File: config.mk
export PLATFORM = sky130hd
export DESIGN_NAME = mac_seq
export DESIGN_NICKNAME = d
export VERILOG_FILES = /design/src/rtl/mac_seq.sv
export SDC_FILE = /design/constraint.sdc
export NUM_CORES = 1
export LEC_CHECK = 0
export BUFFER_PORTS_ARGS = -buffer_cell sky130_fd_sc_hd__buf_2
export CELL_PAD_IN_SITES_DETAIL_PLACEMENT = 0
export CELL_PAD_IN_SITES_GLOBAL_PLACEMENT = 1
export CORE_ASPECT_RATIO = 0.9
export CORE_MARGIN = 4
export CORE_UTILIZATION = 39
export DETAILED_ROUTE_END_ITERATION = 10
export GPL_TIMING_DRIVEN = 1
export MAX_ROUTING_LAYER = met4
export PLACE_DENSITY = 0.86
export SKIP_CTS_REPAIR_TIMING = 1
export SKIP_LAST_GASP = 1
export SLEW_MARGIN = 10
export SYNTH_ARGS = -nofsm -noshare
export SYNTH_HDL_FRONTEND = slang
export SYNTH_SLANG_ARGS = --single-unit
File: constraint.sdc
create_clock -name clk -period 4.2 [get_ports clk]
set_clock_uncertainty 0.1 [all_clocks]
set_input_delay 0.63 -clock clk [delete_from_list [all_inputs] [get_ports clk]]
set_output_delay 0.63 -clock clk [all_outputs]
set_load 0.03 [all_outputs]
File: src/rtl/mac_seq.sv
// ---------------------------------------------------------------------------
// mac_seq -- command sequencer for an external multiply-accumulate unit.
//
// A command (start + len) clears the downstream accumulator, then consumes
// len operand pairs from two valid/ready streams. Each consumed pair is
// registered and presented to the MAC with a one-cycle accumulate pulse.
// After two drain cycles (one for the final accumulate, one for the MAC
// output to settle into mac_cout), the accumulator value is captured and
// offered on the result stream until it is accepted.
//
// Ports
//   clk, rst_n              clock (rising edge), asynchronous active-low reset
//   start, len              command strobe and pair count, sampled in IDLE only
//   busy                    high whenever a command is in progress
//   a_valid/a_data/a_ready  operand-A stream
//   b_valid/b_data/b_ready  operand-B stream (consumed only jointly with A)
//   mac_en, mac_clr         accumulate pulse / accumulator clear to the MAC
//   mac_a, mac_b            registered operands to the MAC
//   mac_cout                accumulator value returned by the MAC
//   res_valid/res_data/res_ready  result stream (3*DATA_WIDTH bits, wraps)
// ---------------------------------------------------------------------------
module mac_seq #(
  parameter int DATA_WIDTH = 8,
  parameter int LEN_WIDTH  = 8
) (
  input  logic                    clk,
  input  logic                    rst_n,
  input  logic                    start,
  input  logic [LEN_WIDTH-1:0]    len,
  output logic                    busy,
  input  logic                    a_valid,
  input  logic [DATA_WIDTH-1:0]   a_data,
  output logic                    a_ready,
  input  logic                    b_valid,
  input  logic [DATA_WIDTH-1:0]   b_data,
  output logic                    b_ready,
  output logic                    mac_en,
  output logic                    mac_clr,
  output logic [DATA_WIDTH-1:0]   mac_a,
  output logic [DATA_WIDTH-1:0]   mac_b,
  input  logic [3*DATA_WIDTH-1:0] mac_cout,
  output logic                    res_valid,
  output logic [3*DATA_WIDTH-1:0] res_data,
  input  logic                    res_ready
);

  localparam int RES_W = 3 * DATA_WIDTH;

  typedef enum logic [2:0] {
    S_IDLE   = 3'd0,
    S_CLEAR  = 3'd1,
    S_STREAM = 3'd2,
    S_DRAIN1 = 3'd3,
    S_DRAIN2 = 3'd4,
    S_DONE   = 3'd5
  } state_t;

  state_t                  state;
  state_t                  state_nxt;
  logic [LEN_WIDTH-1:0]    cnt;
  logic [LEN_WIDTH-1:0]    cnt_nxt;
  logic                    fire;

  logic [DATA_WIDTH-1:0]   a_p0;
  logic [DATA_WIDTH-1:0]   b_p0;
  logic                    vld_p0;
  logic [RES_W-1:0]        res_p1;

  // -------------------------------------------------------------------------
  // Control: next-state and per-state strobes
  // -------------------------------------------------------------------------
  always_comb begin
    state_nxt = state;
    cnt_nxt   = cnt;
    fire      = 1'b0;
    busy      = 1'b1;
    mac_clr   = 1'b0;
    a_ready   = 1'b0;
    b_ready   = 1'b0;
    res_valid = 1'b0;

    case (state)
      S_IDLE: begin
        busy = 1'b0;
        if (start) begin
          cnt_nxt   = len;
          state_nxt = S_CLEAR;
        end
      end

      S_CLEAR: begin
        mac_clr = 1'b1;
        // A zero-length command skips streaming and reports the cleared value.
        state_nxt = (cnt != '0) ? S_STREAM : S_DRAIN1;
      end

      S_STREAM: begin
        // Both operands move together; a lone valid never produces a ready.
        if (a_valid && b_valid) begin
          fire    = 1'b1;
          a_ready = 1'b1;
          b_ready = 1'b1;
          cnt_nxt = cnt - LEN_WIDTH'(1);
          if (cnt == LEN_WIDTH'(1)) begin
            state_nxt = S_DRAIN1;
          end
        end
      end

      // DRAIN1 covers the last accumulate pulse, DRAIN2 lets mac_cout settle.
      S_DRAIN1: state_nxt = S_DRAIN2;
      S_DRAIN2: state_nxt = S_DONE;

      S_DONE: begin
        res_valid = 1'b1;
        if (res_ready) begin
          state_nxt = S_IDLE;
        end
      end

      default: begin
        state_nxt = S_IDLE;
        cnt_nxt   = '0;
      end
    endcase
  end

  always_ff @(posedge clk or negedge rst_n) begin
    if (!rst_n) begin
      state <= S_IDLE;
      cnt   <= '0;
    end else begin
      state <= state_nxt;
      cnt   <= cnt_nxt;
    end
  end

  // -------------------------------------------------------------------------
  // Stage p0: operand registers and accumulate pulse toward the MAC
  // -------------------------------------------------------------------------
  always_ff @(posedge clk or negedge rst_n) begin
    if (!rst_n) begin
      a_p0   <= '0;
      b_p0   <= '0;
      vld_p0 <= 1'b0;
    end else begin
      vld_p0 <= fire;
      if (fire) begin
        a_p0 <= a_data;
        b_p0 <= b_data;
      end
    end
  end

  // -------------------------------------------------------------------------
  // Stage p1: result capture from the MAC on the way out of DRAIN2
  // -------------------------------------------------------------------------
  always_ff @(posedge clk or negedge rst_n) begin
    if (!rst_n) begin
      res_p1 <= '0;
    end else if (state == S_DRAIN2) begin
      res_p1 <= mac_cout;
    end
  end

  assign mac_a    = a_p0;
  assign mac_b    = b_p0;
  assign mac_en   = vld_p0;
  assign res_data = res_p1;

endmodule

== After elaboration in Yosys (flattened, before gate mapping) ==
Index checks and enable logic that the tools add are counted.

* Memories kept: 0
* Memory bits (writable): 0
* Flip-flop bits (word level): 52
* Bits in latches: 0
* Word-level logic and storage cells: 38
* ROM bits: 0
* Input bits: 54
* Output and inout bits: 46

* Eq/ne operators: 10
* Muxes and demuxes: 14
* Shifts and indexed selects: 0
* Bitwise operators: 1
* Magnitude comparators: 0
* $add $sub $neg: 1
* Multiply operators: 0
* Reduce and logical (&&, ||, !) cells: 6
* Div/mod/pow operators: 0

{| class="wikitable"
|+ Operators by type and width
! kind !! count
|-
| 8-bit case mux with 3 select lines || 1
|-
| 3-bit case mux with 6 select lines || 1
|-
| 8-bit two-way mux || 2
|-
| 3-bit two-way mux || 4
|-
| 8-bit by 1-bit == test with 1-bit output, second input constant || 1
|-
| 2-bit inequality test, second input constant || 4
|-
| 8-bit nonzero test || 1
|-
| 8-bit by 1-bit subtractor with 8-bit output, second input constant || 1
|-
| 3-bit by 2-bit == test with 1-bit output, second input constant || 2
|-
| 3-bit == test, second input constant || 2
|-
| 1-bit two-way mux || 6
|-
| 4-bit AND reduction || 1
|-
| 4-bit OR reduction || 1
|-
| 3-bit by 1-bit == test with 1-bit output, second input constant || 1
|-
| 3-bit logical NOT || 1
|-
| 3-bit AND reduction || 1
|-
| 1-bit logical AND || 1
|-
| 1-bit inverter || 1
|}

== Depth between registers and ports, before layout ==
* Word-level depth: 4
* Depth in mapped cells: 6

== Worst setup path after synthesis ==
No wires, ideal clock.

* Kind: input port to output port
* From: in a_valid
* To: out b_ready
* Cell stages on the path: 4
* Setup slack: 1.988 ns
* Arrival time: 1.482 ns
* Data required time: 3.470 ns
* Path buffers: 2
* Path through: nand3_1 > nor2_8 > buf_8 > buf_4

* Longest elaborated chain between the ends: 3

{| class="wikitable"
|+ RTL lines
! element !! RTL line !! RTL
|-
| start, declared || 31 || <nowiki>input logic a_valid,</nowiki>
|-
| 1-bit logical AND || 99 || <nowiki>if (a_valid && b_valid) begin</nowiki>
|-
| 1-bit two-way mux (2 in a row) || n/a ||
|-
| end, declared || 36 || <nowiki>output logic b_ready,</nowiki>
|}

No other way between the ends.

== Final worst setup path ==
* From: reg state[1]
* To: out b_ready

* Longest elaborated chain between the ends: 2

{| class="wikitable"
|+ RTL lines
! element !! RTL line !! RTL
|-
| start, declared || 58 || <nowiki>state_t state;</nowiki>
|-
| start signal, assigned || 133 || <nowiki>state <= state_nxt;</nowiki>
|-
| 3-bit by 2-bit == test with 1-bit output || 82 || <nowiki>case (state)</nowiki>
|-
| 1-bit two-way mux || 82 ||
|}

No other way between the ends.

==> flow_summary.yaml <==
synth:
  syn-num-nets: 235
  syn_inst: 178
  synth_top_family_by_area: "multiplexers"
  ys_types: 34
  yosys-mux-area-fraction_pct: 19.7
  synth_fa_ha_area_share_pct: 1.64
  ys.flop_type: "dfrtp_1"
  synth_area_per_cell_um2: 12.9
  synth.ff_latch_count: 52
  yosys.area.top_type: "dfrtp_1"
  synth-edff-count: 0
  synth-xor-area-share_pct: 0
  synthSimpleGateAreaFrac_pct: 9.93
  synth_top_area_share_pct: 56.8
  synth_area_leaders: "dfrtp_1 57%, mux2_2 15%, mux2_1 4.4%"
  synth_warnings: 0
  syn-cell-area_um2: 2290
  async_reset_ff_share_pct: 100
  synth-compound-area-share_pct: 8.35
  seq_area_frac_synth_pct: 56.8
floorplan:
  io_pins: 100
  die_area_um2: 7170
  die-width_um: 88.8
  start_util_pct: 40.3
  die_h_um: 80.7
  coreArea_um2: 5690
  rows: 26
setup_path:
  worst_path_max_delay_cell: "dfrtp_1"
  rrSetupSlack_ps: 1990
  rr_worst_depth: 3
  end_kind: "output pin"
  cp.arrival_ps: 2180
  rr_endpoint: "mac_b[2]"
  cp-start-kind: "flip-flop"
  worst-setup-path-type: "flip-flop to output pin"
  regToRegStartpoint: "state[1]"
  crit_path_cell_trace: "or3b_1 -> nor2_8 -> buf_2"
  worst-path-max-fanout: 19
  slowest_delay_ps: 630
  required_ps: 3470
global_routing:
  overflow: 0
  grt_pass1_wl_mm: 7.48
  grt_max_degree: 53
  antenna_found_initial: 0
  grt_pass1_vias: 1581
  track_usage_pct: 13.9
sta:
  hold_viol: 0
  finalCritPeriodShare_pct: 69.3
  maxSlewViolCount: 0
  worstMarginPinSlew_ps: 1100
  finalSetupViolCount: 0
  fmax_mhz: 343
  finalSetupTns_ps: 0
  rsz0062_at_grt: "false"
  period_needed_ps: 2910
  relSlewSlack_pct: 26.7
cells_and_area:
  drive_gt1_share_pct: 52.0
  fin_nets: 333
  areaGrowthSynthToFinish_pct: 27.0
  antenna_cells: 0
placed_design:
  hpwlAfterDp_mm: 3.75
  portBuffers: 99
  gp_congestion: 0.828
pwr:
  ir_worst_vdd_uv: 485
  powerDensity_nw_per_um2: 794
  total_power_mw: 2.31
  p_leak_nw: 1.49
clock_tree:
  htreeDepth: 2
  clock_latency_ps: 300
  root_buffer: "clkbuf_8"
  clkSinkCount: 52
  cts_made_buffers: 5
  cts_tree: "built"
  path_clk_slew_ps: 90
  clock_path_buffers: 2
drt:
  ant_nets: 0
  via_count: 1712
  first_pass_iters: 4
  avgRoutedWirePerCell_um: 14.2
  dr.first_iter.drc_count: 55
  drc: 0
  drt_wl_total_mm: 4.93
  viasPerCell: 4.93
hold_path:
  hold_path_class: "input port to asynchronous set/reset pin"
job:
  drv_cap: 0
run_status:
  status: "finished, final reports clean"
## report_power, final
group          switching, mW  internal (mW)
registers              0.150          0.724
clock network          0.160          0.116
logic                  0.740          0.422
## critical path: cells and delay by family, from the launching register on
| kind | cells | cell delay, ps |
|---|---|---|
| and+or+nand+nor | 2 | 980 |
| DFF | 1 | 630 |
| buffers and inverters | 1 | 270 |
## Yosys cell counts, types with 2 or more instances
| cell type | number |
|---|---|
| o21ai_0 | 9 |
| inv_1 | 5 |
| and3_1 | 2 |
| mux2_2 | 31 |
| buf_4 | 2 |
| buf_2 | 4 |
| nand2_1 | 9 |
| ha_1 | 3 |
| a21oi_1 | 8 |
| or3_1 | 2 |
| nand2b_1 | 3 |
| nor3_1 | 5 |
| nor4_1 | 4 |
| mux2_1 | 9 |
| dfrtp_1 | 52 |
| o2bb2ai_1 | 4 |
| nor2_1 | 9 |
## how the worst max path moves through the flow
stage               slack (ps)       to  cells past startpoint     start
floorplan                 1990  b_ready                      4   a_valid
global placement          1650  a_ready                      3  state[1]
detailed placement        1620  a_ready                      3  state[1]
CTS                       1280  a_ready                      3  state[1]
global route              1170  a_ready                      3  state[1]
finish                    1290  b_ready                      3  state[1]
## sequential cells by signal (all words and copies together) (netlist names)
name / count
mac_b: 8
cnt: 8
mac_a: 8
res_data: 24
state: 3
mac_en: 1
## cell usage in the layout (no fill, tap or decap), drive strengths merged, types with 2 or more instances in the layout
cell type,n
a21oi,8
and3,2
buf,100
clkbuf,5
clkinv,3
dfrtp,52
ha,3
inv,5
mux2,40
nand2,9
nand2b,3
nor2,10
nor3,5
nor4,4
o21ai,10
o2bb2ai,4
or3,2
## per-stage QoR
stage	cell area (um^2)	setup slack, ps	hold slack, ps	cells	util, %
after global placement	2820	1650	361	339	49.6
after detailed placement	2820	1620	369	339	49.6
final	2910	1290	339	347	51.1
after CTS	2910	1280	365	347	51.1
after floorplan	2290	1990	234	178	-
after global routing	2910	1170	394	347	51.1
## cell families after synthesis
| group | count (synthesis) |
|---|---|
| and+or+nand+nor | 40 |
| buffers and inverters | 14 |
| AOI/OAI and AO/OA | 29 |
| muxes | 40 |
| DFF | 52 |
| adders and majority gates | 3 |
## layer usage
metal  track usage, %  vias to the layer above  routed length [um]
li1                 -                      829                   -
met1             17.9                      791                2150
met2             20.8                       82                2130
met3             4.36                       10                 573
met4             4.53                        0                  72
met5                -                        -                   0
## area by class of cell
class / count / area (um^2)
fill: 514 / 2780
sequential: 52 / 1300
multi-input combinational: 112 / 913
timing repair buffer: 100 / 503
tap: 70 / 87.6
clock buffer: 5 / 68.8
clock inverter: 3 / 18.8
inverter: 5 / 18.8
Power figures use the tool's default switching activity.
